### src/rtl/cdb_arbiter_pkg.sv
// Shared LC-3b CDB types, requester count and a small request-count helper.
package cdb_arbiter_pkg;

  localparam int NUM_RS_UNITS = 4;
  localparam int NUM_CDB_REQ  = NUM_RS_UNITS + 1;
  localparam int ROB_ADDR_W   = 3;

  typedef logic [ROB_ADDR_W-1:0] lc3b_rob_addr;
  typedef logic [15:0]           lc3b_word;

  typedef struct packed {
    logic         valid;
    lc3b_rob_addr tag;
    lc3b_word     value;
  } cdb_t;

  // True when two or more bits are set (clearing the lowest set bit leaves something).
  function automatic logic multi_req(input logic [7:0] r);
    return (r & (r - 8'd1)) != 8'd0;
  endfunction

endpackage

### src/rtl/cdb_arbiter_rr_picker.sv
// Combinational round-robin pick: first requester at or after ptr, wrapping modulo N.
module rr_picker #(
  parameter int N     = 5,
  parameter int PTR_W = 3
) (
  input  logic [N-1:0]     req,
  input  logic [PTR_W-1:0] ptr,
  output logic [N-1:0]     gnt,
  output logic [PTR_W-1:0] idx
);

  int               c;
  logic [PTR_W-1:0] ci;
  logic             found;

  // Scan offsets from far to near so the nearest request to ptr is written last and wins.
  always_comb begin
    gnt   = '0;
    idx   = '0;
    found = 1'b0;
    c     = 0;
    ci    = '0;
    for (int k = N - 1; k >= 0; k--) begin
      c = int'(ptr) + k;
      if (c >= N) c = c - N;
      ci = PTR_W'(c);
      if (req[ci]) begin
        idx   = ci;
        found = 1'b1;
      end
    end
    if (found) gnt[idx] = 1'b1;
  end

endmodule

### src/rtl/cdb_arbiter.sv
// Round-robin CDB arbiter: one broadcast per cycle, registered one cycle after grant.
module cdb_arbiter
  import cdb_arbiter_pkg::*;
#(
  parameter int N_REQ  = NUM_CDB_REQ,
  parameter int ROB_W  = $bits(lc3b_rob_addr),
  parameter int DATA_W = $bits(lc3b_word)
) (
  input  logic                    clk,
  input  logic                    rst_n,
  input  logic                    flush,
  input  logic [N_REQ-1:0]        req,
  input  logic [N_REQ*ROB_W-1:0]  req_tag,
  input  logic [N_REQ*DATA_W-1:0] req_value,
  output logic [N_REQ-1:0]        gnt,
  output logic                    cdb_valid,
  output logic [ROB_W-1:0]        cdb_tag,
  output logic [DATA_W-1:0]       cdb_value,
  output logic [15:0]             conflict_cnt
);

  localparam int PTR_W = (N_REQ > 1) ? $clog2(N_REQ) : 1;

  logic [PTR_W-1:0] rr_ptr;
  logic [PTR_W-1:0] nxt_ptr;
  logic [N_REQ-1:0] pick_gnt;
  logic [PTR_W-1:0] pick_idx;
  logic             grant_any;
  logic             conflict;

  rr_picker #(.N(N_REQ), .PTR_W(PTR_W)) u_picker (
    .req (req),
    .ptr (rr_ptr),
    .gnt (pick_gnt),
    .idx (pick_idx)
  );

  // Flush and reset both silence the grant so no requester frees its slot.
  assign gnt       = (rst_n && !flush) ? pick_gnt : '0;
  assign grant_any = |gnt;
  assign nxt_ptr   = (pick_idx == PTR_W'(N_REQ - 1)) ? '0 : pick_idx + 1'b1;
  assign conflict  = !flush && multi_req(8'(req));

  always_ff @(posedge clk or negedge rst_n) begin
    if (!rst_n) begin
      cdb_valid    <= 1'b0;
      cdb_tag      <= '0;
      cdb_value    <= '0;
      conflict_cnt <= '0;
      rr_ptr       <= '0;
    end else begin
      if (grant_any) begin
        cdb_valid <= 1'b1;
        cdb_tag   <= req_tag[pick_idx*ROB_W +: ROB_W];
        cdb_value <= req_value[pick_idx*DATA_W +: DATA_W];
        rr_ptr    <= nxt_ptr;
      end else begin
        cdb_valid <= 1'b0;
      end
      if (conflict && conflict_cnt != 16'hFFFF) conflict_cnt <= conflict_cnt + 16'd1;
    end
  end

endmodule

### config.mk
export PLATFORM = sky130hd
export DESIGN_NAME = cdb_arbiter
export DESIGN_NICKNAME = d
export VERILOG_FILES = /design/src/rtl/cdb_arbiter_pkg.sv /design/src/rtl/cdb_arbiter_rr_picker.sv /design/src/rtl/cdb_arbiter.sv
export SDC_FILE = /design/constraint.sdc
export NUM_CORES = 1
export LEC_CHECK = 0
export BUFFER_PORTS_ARGS = -buffer_cell sky130_fd_sc_hd__buf_2
export CAP_MARGIN = 20
export CORE_MARGIN = 4
export CORE_UTILIZATION = 55
export CTS_BUF_LIST = sky130_fd_sc_hd__clkbuf_2
export DETAILED_ROUTE_END_ITERATION = 10
export MAX_ROUTING_LAYER = met4
export PLACE_DENSITY = 0.89
export SYNTH_ARGS = -nofsm -noshare
export SYNTH_HDL_FRONTEND = slang
export SYNTH_HIERARCHICAL = 1
export SYNTH_SLANG_ARGS = --single-unit
export TNS_END_PERCENT = 30
### constraint.sdc
create_clock -name clk -period 11.5 [get_ports clk]
set_input_delay 0.575 -clock clk [delete_from_list [all_inputs] [get_ports clk]]
set_output_delay 0.575 -clock clk [all_outputs]
set_load 0.05 [all_outputs]
==> out/metrics.yaml, run 1 <==
status: "finished, final reports clean"
finalSetupTns_ns: 0
finClkSkew_ns: 0.0149
cp-start-kind: "flop"
clk_pin_slew_ns: 0.22
cts_resized: 0
gr-usage-met2_pct: 47.9
grt_pass1_vias: 3657
power.total_uw: 1720
grt_use_total_pct: 28.3
initial_utilization_pct: 56.4
routed_via_density: 6.47
synth_cells: 367
grt_pass1_wl_mm: 17.1
min-delay-path-class: "input port to asynchronous set/reset pin"
ys_warn_count: 6
final_common_cell: "buf_2"
power_frac_seq_pct: 14.5
irDropWorstVdd_uv: 280
rsz0062_at_grt: "no"
cts_tree: "built"
syn_area_per_cell_sq_um: 9.76
min_period_over_period_pct: 50.1
critical_path_class: "flop to flop"
synth.ff_latch_count: 39
wl_mm: 10.9
leakage_uw: 0.00207
timing.hold.ws_ns: 0.234
die_x_um: 88.7
drcViolationCount: 0
synth_nets: 483
cts.sinks: 39
reg2reg_slack_ns: 5.73
synth_edf_count: 0
antenna-diode-count: 0
holdBufCountCts: 0
postCtsSetupBuffers: 0
switching_share_pct: 53.7
drtAntennaViolNets: 0
h-tree-depth: 2
crit_arrival_ns: 6.04
die-area_sq_mm: 0.00787
core_sq_mm: 0.00635
drtIter0Drc: 318
drv_slew: 0
final_nets: 615
endpoint_kind: "flop"
antenna_found_initial: 0
instances_no_fill: 577
slowest_delay_ns: 0.92
clk_latency_ns: 0.41
place_area_sq_mm: 0.00427
max_slew_margin_pct: 30.6
critPathTopFamily: "simple AND/OR/NAND/NOR gates"
drv_cap: 0
crit_path_max_fanout: 45
die_y_um: 88.7
placementRows: 29
dp.cells: 569
routedWlPerCell_um: 19.0
yosysUniqueCellTypes: 68
io_buffers: 143
p_int_uw: 798
hold_viol: 0
powerDensity_mw_per_mm2: 400
cts_root_buf: "clkbuf_2"
vias: 3731
max_freq_mhz: 173
p_comb_share_pct: 81.7
cp_slowest_cell: "dfrtp_1"
critical_path.cell_chain: "inv_2, ha_1, mux4_2, nor3b_1, or4b_4, inv_1, nor2_1, o311ai_4, buf_4, nor4b_1, or4_4, o21ai_4, o21ai_0"
grt_util_met3_pct: 5.03
required_ns: 11.78
fin_area_sq_mm: 0.00431
finalWeightedCongestion: 0.966
seq_area_frac_synth_pct: 27.2
dp_hpwl_mm: 8.57
grt_max_degree: 46
finalSetupViolCount: 0
power.clock.fraction_pct: 3.8
drive_gt1_share_pct: 39.8
min_period_ns: 5.77
drtPass1Iterations: 5
ys.flop_type: "dfrtp_1"
met1_usage_pct: 33.9
area_growth_pct: 20.3
cts_made_buffers: 5
grt_busiest_layer: "met2"
grt_overflow: 0
layout_common_cells: "buf_2, dfrtp_1, nand2_1, o21ai_0, mux4_2"
postSynth.asyncResetShare_pct: 100
pin_count: 144
clk_path_buf_depth: 2
power_switching_uw: 927
syn_area_sq_mm: 0.00358
path_buf_inv: 3
tightest_slew_ns: 1.04
-- final timing paths --
path | depth (start not counted) | end | start
max in group asynchronous | 1 | rr_ptr[0]$_DFFE_PN0P_ | rst_n
hold / removal | 1 | conflict_cnt[15]$_DFFE_PN0P_ | rst_n
hold reg to reg | 2 | cdb_value[1]$_DFFE_PN0P_ | cdb_value[1]$_DFFE_PN0P_
min in group clk | 3 | cdb_value[12]$_DFFE_PN0P_ | req_value[76]
setup / recovery | 13 | cdb_value[6]$_DFFE_PN0P_ | rr_ptr[0]$_DFFE_PN0P_
setup reg to reg | 13 | cdb_value[6]$_DFFE_PN0P_ | rr_ptr[0]$_DFFE_PN0P_
-- Yosys cell counts (all sizes together), types with 2 or more instances --
cell type / instances / area share (%)
a2111oi: 3 / 1.1
a211oi: 4 / 0.84
a21o: 3 / 0.63
a21oi: 13 / 1.9
a22oi: 19 / 4.0
and2: 7 / 1.2
and3: 5 / 0.87
and4: 4 / 0.98
buf: 16 / 3.5
clkbuf: 4 / 0.42
dfrtp: 39 / 27
ha: 12 / 4.2
inv: 15 / 1.6
mux2: 7 / 2.3
mux2i: 15 / 4.2
mux4: 21 / 13
nand2: 38 / 4.1
nand2b: 4 / 0.70
nand3: 17 / 2.4
nand3b: 2 / 0.42
nand4: 8 / 1.4
nand4b: 2 / 0.49
nor2: 17 / 1.8
nor2b: 3 / 0.52
nor3: 6 / 1.3
nor3b: 3 / 0.63
nor4: 7 / 1.8
nor4b: 2 / 0.66
o211a: 2 / 0.56
o21ai: 31 / 4.6
xnor2: 17 / 4.2
-- state kept, by name, indices dropped and copies added (netlist names) --
signal        count
cdb_tag           3
cdb_valid         1
cdb_value        16
conflict_cnt     16
rr_ptr            3
-- stage by stage --
stage | utilization [%] | worst slack, ns
finish | 67.9 | 5.73
global route | 67.9 | 5.40
CTS | 67.9 | 5.76
detailed placement | 67.2 | 5.80
global placement | 67.2 | 6.05
floorplan | - | 7.12
-- power groups by stage --
stage	sequential [uW]	clock [uW]	combinational, uW
after CTS	249	65.0	1400
after floorplan	377	0	1040
after global routing	258	71.5	1520
after global placement	248	0	1340
after detailed placement	251	0	1400
final	250	65.3	1410
-- per-layer routing --
layer,routed length [um],part of all wire (%),vias to the layer above
li1,-,-,1661
met1,4160,38,1772
met2,5540,51,248
met3,845,7.7,50
met4,412,3.8,0
met5,0,0,-
-- layout make-up --
class                   count  area, sq um
repair buffers            145          731
multi-input cells         293         2410
fillers                   506         2040
flip-flops and latches     39          976
clock buffers               6         30.0
clock inverters             2         12.5
inverters                  15         56.3
well taps                  77         96.3
-- logic make-up after synthesis --
family	after synthesis	synth area share, %
xor+xnor	18	4.40
fa+ha+maj	13	4.75
simple gates	129	20.3
compound gates	90	18.0
buf+inv	35	5.52
mux	43	19.8
flops	39	27.2
Note: power is estimated with default switching activity, not from simulation.
==> run 2, diff against run 1 <==
Settings changed: CORE_UTILIZATION 55 to 46, PLACE_DENSITY 0.89 to 0.8.
Clock period 11.5 ns to 4.9 ns, I/O delays scaled along.
==> out/metrics.yaml, run 2 (synthesis gave the netlist of run 1 again) <==
pre_cts_slack_ns: 0.332  # -5.46 ns
io_buffers: 143  # unchanged
layout_common_cells: "buf_2, nand2_1, dfrtp_1, o21ai_0, mux4_2"
wl_mm: 10.6  # -3.6%
endpoint_kind: "primary output"
drv_slew: 0  # unchanged
largestRegisters: "cdb_value x16, conflict_cnt x16"
status: "finished, final reports clean"
h-tree-depth: 2  # unchanged
crit_arrival_ns: 4.35  # -1.69 ns
hold_viol: 0  # unchanged
grt_pass1_wl_mm: 16.8  # -1.7%
grt_overflow: 0  # unchanged
drtIter0Drc: 274  # -14%
max_slew_margin_pct: 52.8  # +22 points
area_growth_pct: 24.0
antenna_found_initial: 0  # unchanged
cts_root_buf: "clkbuf_2"
final_common_cell: "buf_2"
pin_count: 144  # unchanged
place_area_sq_mm: 0.00438  # +2.6%
reg2regPathDepth: 15  # +2
min_period_ns: 4.60
postCtsSetupBuffers: 0  # unchanged
cp-start-kind: "flop"
reg2reg_slack_ns: 0.33  # -5.40 ns
cts_tree: "built"
powerDensity_mw_per_mm2: 942  # +140%
cts.sinks: 39  # unchanged
vias: 3607  # -3.3%
drtAntennaViolNets: 0  # unchanged
irDropWorstVdd_uv: 930  # +230%
clk_path_buf_depth: 2  # unchanged
routed_via_density: 5.93  # -8.3%
r2r-end: "cdb_value[7]$_DFFE_PN0P_"
cp-startpoint: "rr_ptr[1]$_DFFE_PN0P_"
min_period_over_period_pct: 93.9
finClkSkew_ns: 0.0129  # -0.00196 ns
rsz0062_at_grt: "no"
crit_path_max_fanout: 23  # -49%
placementRows: 31  # +6.9%
cts_made_buffers: 5  # unchanged
grt_max_degree: 41  # -11%
required_ns: 4.66  # -7.12 ns
core_sq_mm: 0.00741  # +17%
drive_gt1_share_pct: 41.3  # +1.5 points
initial_utilization_pct: 48.4  # -8.1 points
fin_area_sq_mm: 0.00444  # +3.1%
finalSetupViolCount: 0  # unchanged
drv_cap: 0  # unchanged
routedWlPerCell_um: 17.4  # -8.5%
drcViolationCount: 0  # unchanged
leakage_uw: 0.00213  # +2.7%
regToRegStartpoint: "rr_ptr[0]$_DFFE_PN0P_"
critical_path_class: "flop to primary output"
drtPass1Iterations: 5  # unchanged
finalWeightedCongestion: 0.980  # +1.5%
grt_pass1_vias: 3546  # -3.0%
fillCellCount: 654  # +29%
seqCellArea_sq_um: 978  # +0.26%
die_x_um: 96.2  # +8.5%
final_nets: 624  # +1.5%
finalSetupTns_ns: 0  # unchanged
grt_use_total_pct: 23.7  # -4.6 points
clk_pin_slew_ns: 0.19  # -0.03 ns
clk_latency_ns: 0.39  # -0.02 ns
endpoint: "gnt[2]"
min-delay-path-class: "input port to flop"
max_freq_mhz: 217
tightest_slew_ns: 0.705  # -0.336 ns
dp_hpwl_mm: 8.56  # -0.13%
die_y_um: 96.2  # +8.5%
setup_slack_ns: 0.300  # -5.43 ns
antenna-diode-count: 0  # unchanged
multi_input_area_sq_mm: 0.00241  # +0.26%
die-area_sq_mm: 0.00926  # +18%
==> run 2: final cells by class <==
cell class	instances	area share, %
multi-input cells	293	54.4
repair buffers	154	18.7
inverters	15	1.27
flip-flops and latches	39	22.0
well taps	99	2.79
clock inverters	3	0.338
clock buffers	5	0.563
==> run 2: how the worst min path moves through the flow <==
stage	startpoint	end	slack, ns	cells past startpoint
finish	req_value[76]	cdb_value[12]$_DFFE_PN0P_	0.13	3
global route	req_value[76]	cdb_value[12]$_DFFE_PN0P_	0.12	3
CTS	req_value[76]	cdb_value[12]$_DFFE_PN0P_	0.13	3
detailed placement	rst_n	conflict_cnt[2]$_DFFE_PN0P_	0.32	2
global placement	rst_n	conflict_cnt[1]$_DFFE_PN0P_	0.32	2
floorplan	rst_n	cdb_tag[0]$_DFFE_PN0P_	-0.05	0
==> run 2: critical path: stages (launching register included) <==
cell,delay [ns]
dfrtp_2,0.51
inv_1,0.14
ha_1,0.24
ha_1,0.35
a21oi_2,0.30
mux2i_1,0.23
a311oi_1,0.15
o211a_1,0.20
o41a_2,0.52
o311ai_4,0.41
buf_6,0.28
and2_1,0.23
and2_1,0.14
buf_2,0.26
==> run 2: power breakdown <==
| group | leakage, uW | switching (uW) | internal [uW] |
|---|---|---|---|
| clock | 0.0000325 | 107 | 32.8 |
| combinational | 0.00160 | 1980 | 1510 |
| sequential | 0.000499 | 108 | 446 |
==> run 2: per-layer routing <==
| layer | GRT usage [%] | vias up | wire length, um |
|---|---|---|---|
| met5 | - | - | 0 |
| met4 | 5.92 | 0 | 109 |
| met3 | 2.66 | 10 | 846 |
| met2 | 39.2 | 185 | 5380 |
| met1 | 31.1 | 1734 | 4210 |
| li1 | - | 1678 | - |
==> run 2: timing repair <==
item,4_1_cts,5_1_grt
hold buffers,1,0
endpoints found under the setup margin,0,16
gates resized for setup,0,4
hold endpoints to repair,39,0
==> run 2: metrics by stage <==
stage | power [uW] | instances | utilization, % | hold slack, ns
6_report | 4190 | 608 | 60.0 | 0.127
5_1_grt | 4540 | 608 | 60.0 | 0.120
4_1_cts | 4160 | 608 | 59.8 | 0.130
3_5_place_dp | 4020 | 599 | 59.1 | 0.323
3_3_place_gp | 3930 | 599 | 59.1 | 0.316
2_1_floorplan | 3330 | 367 | - | -0.0506
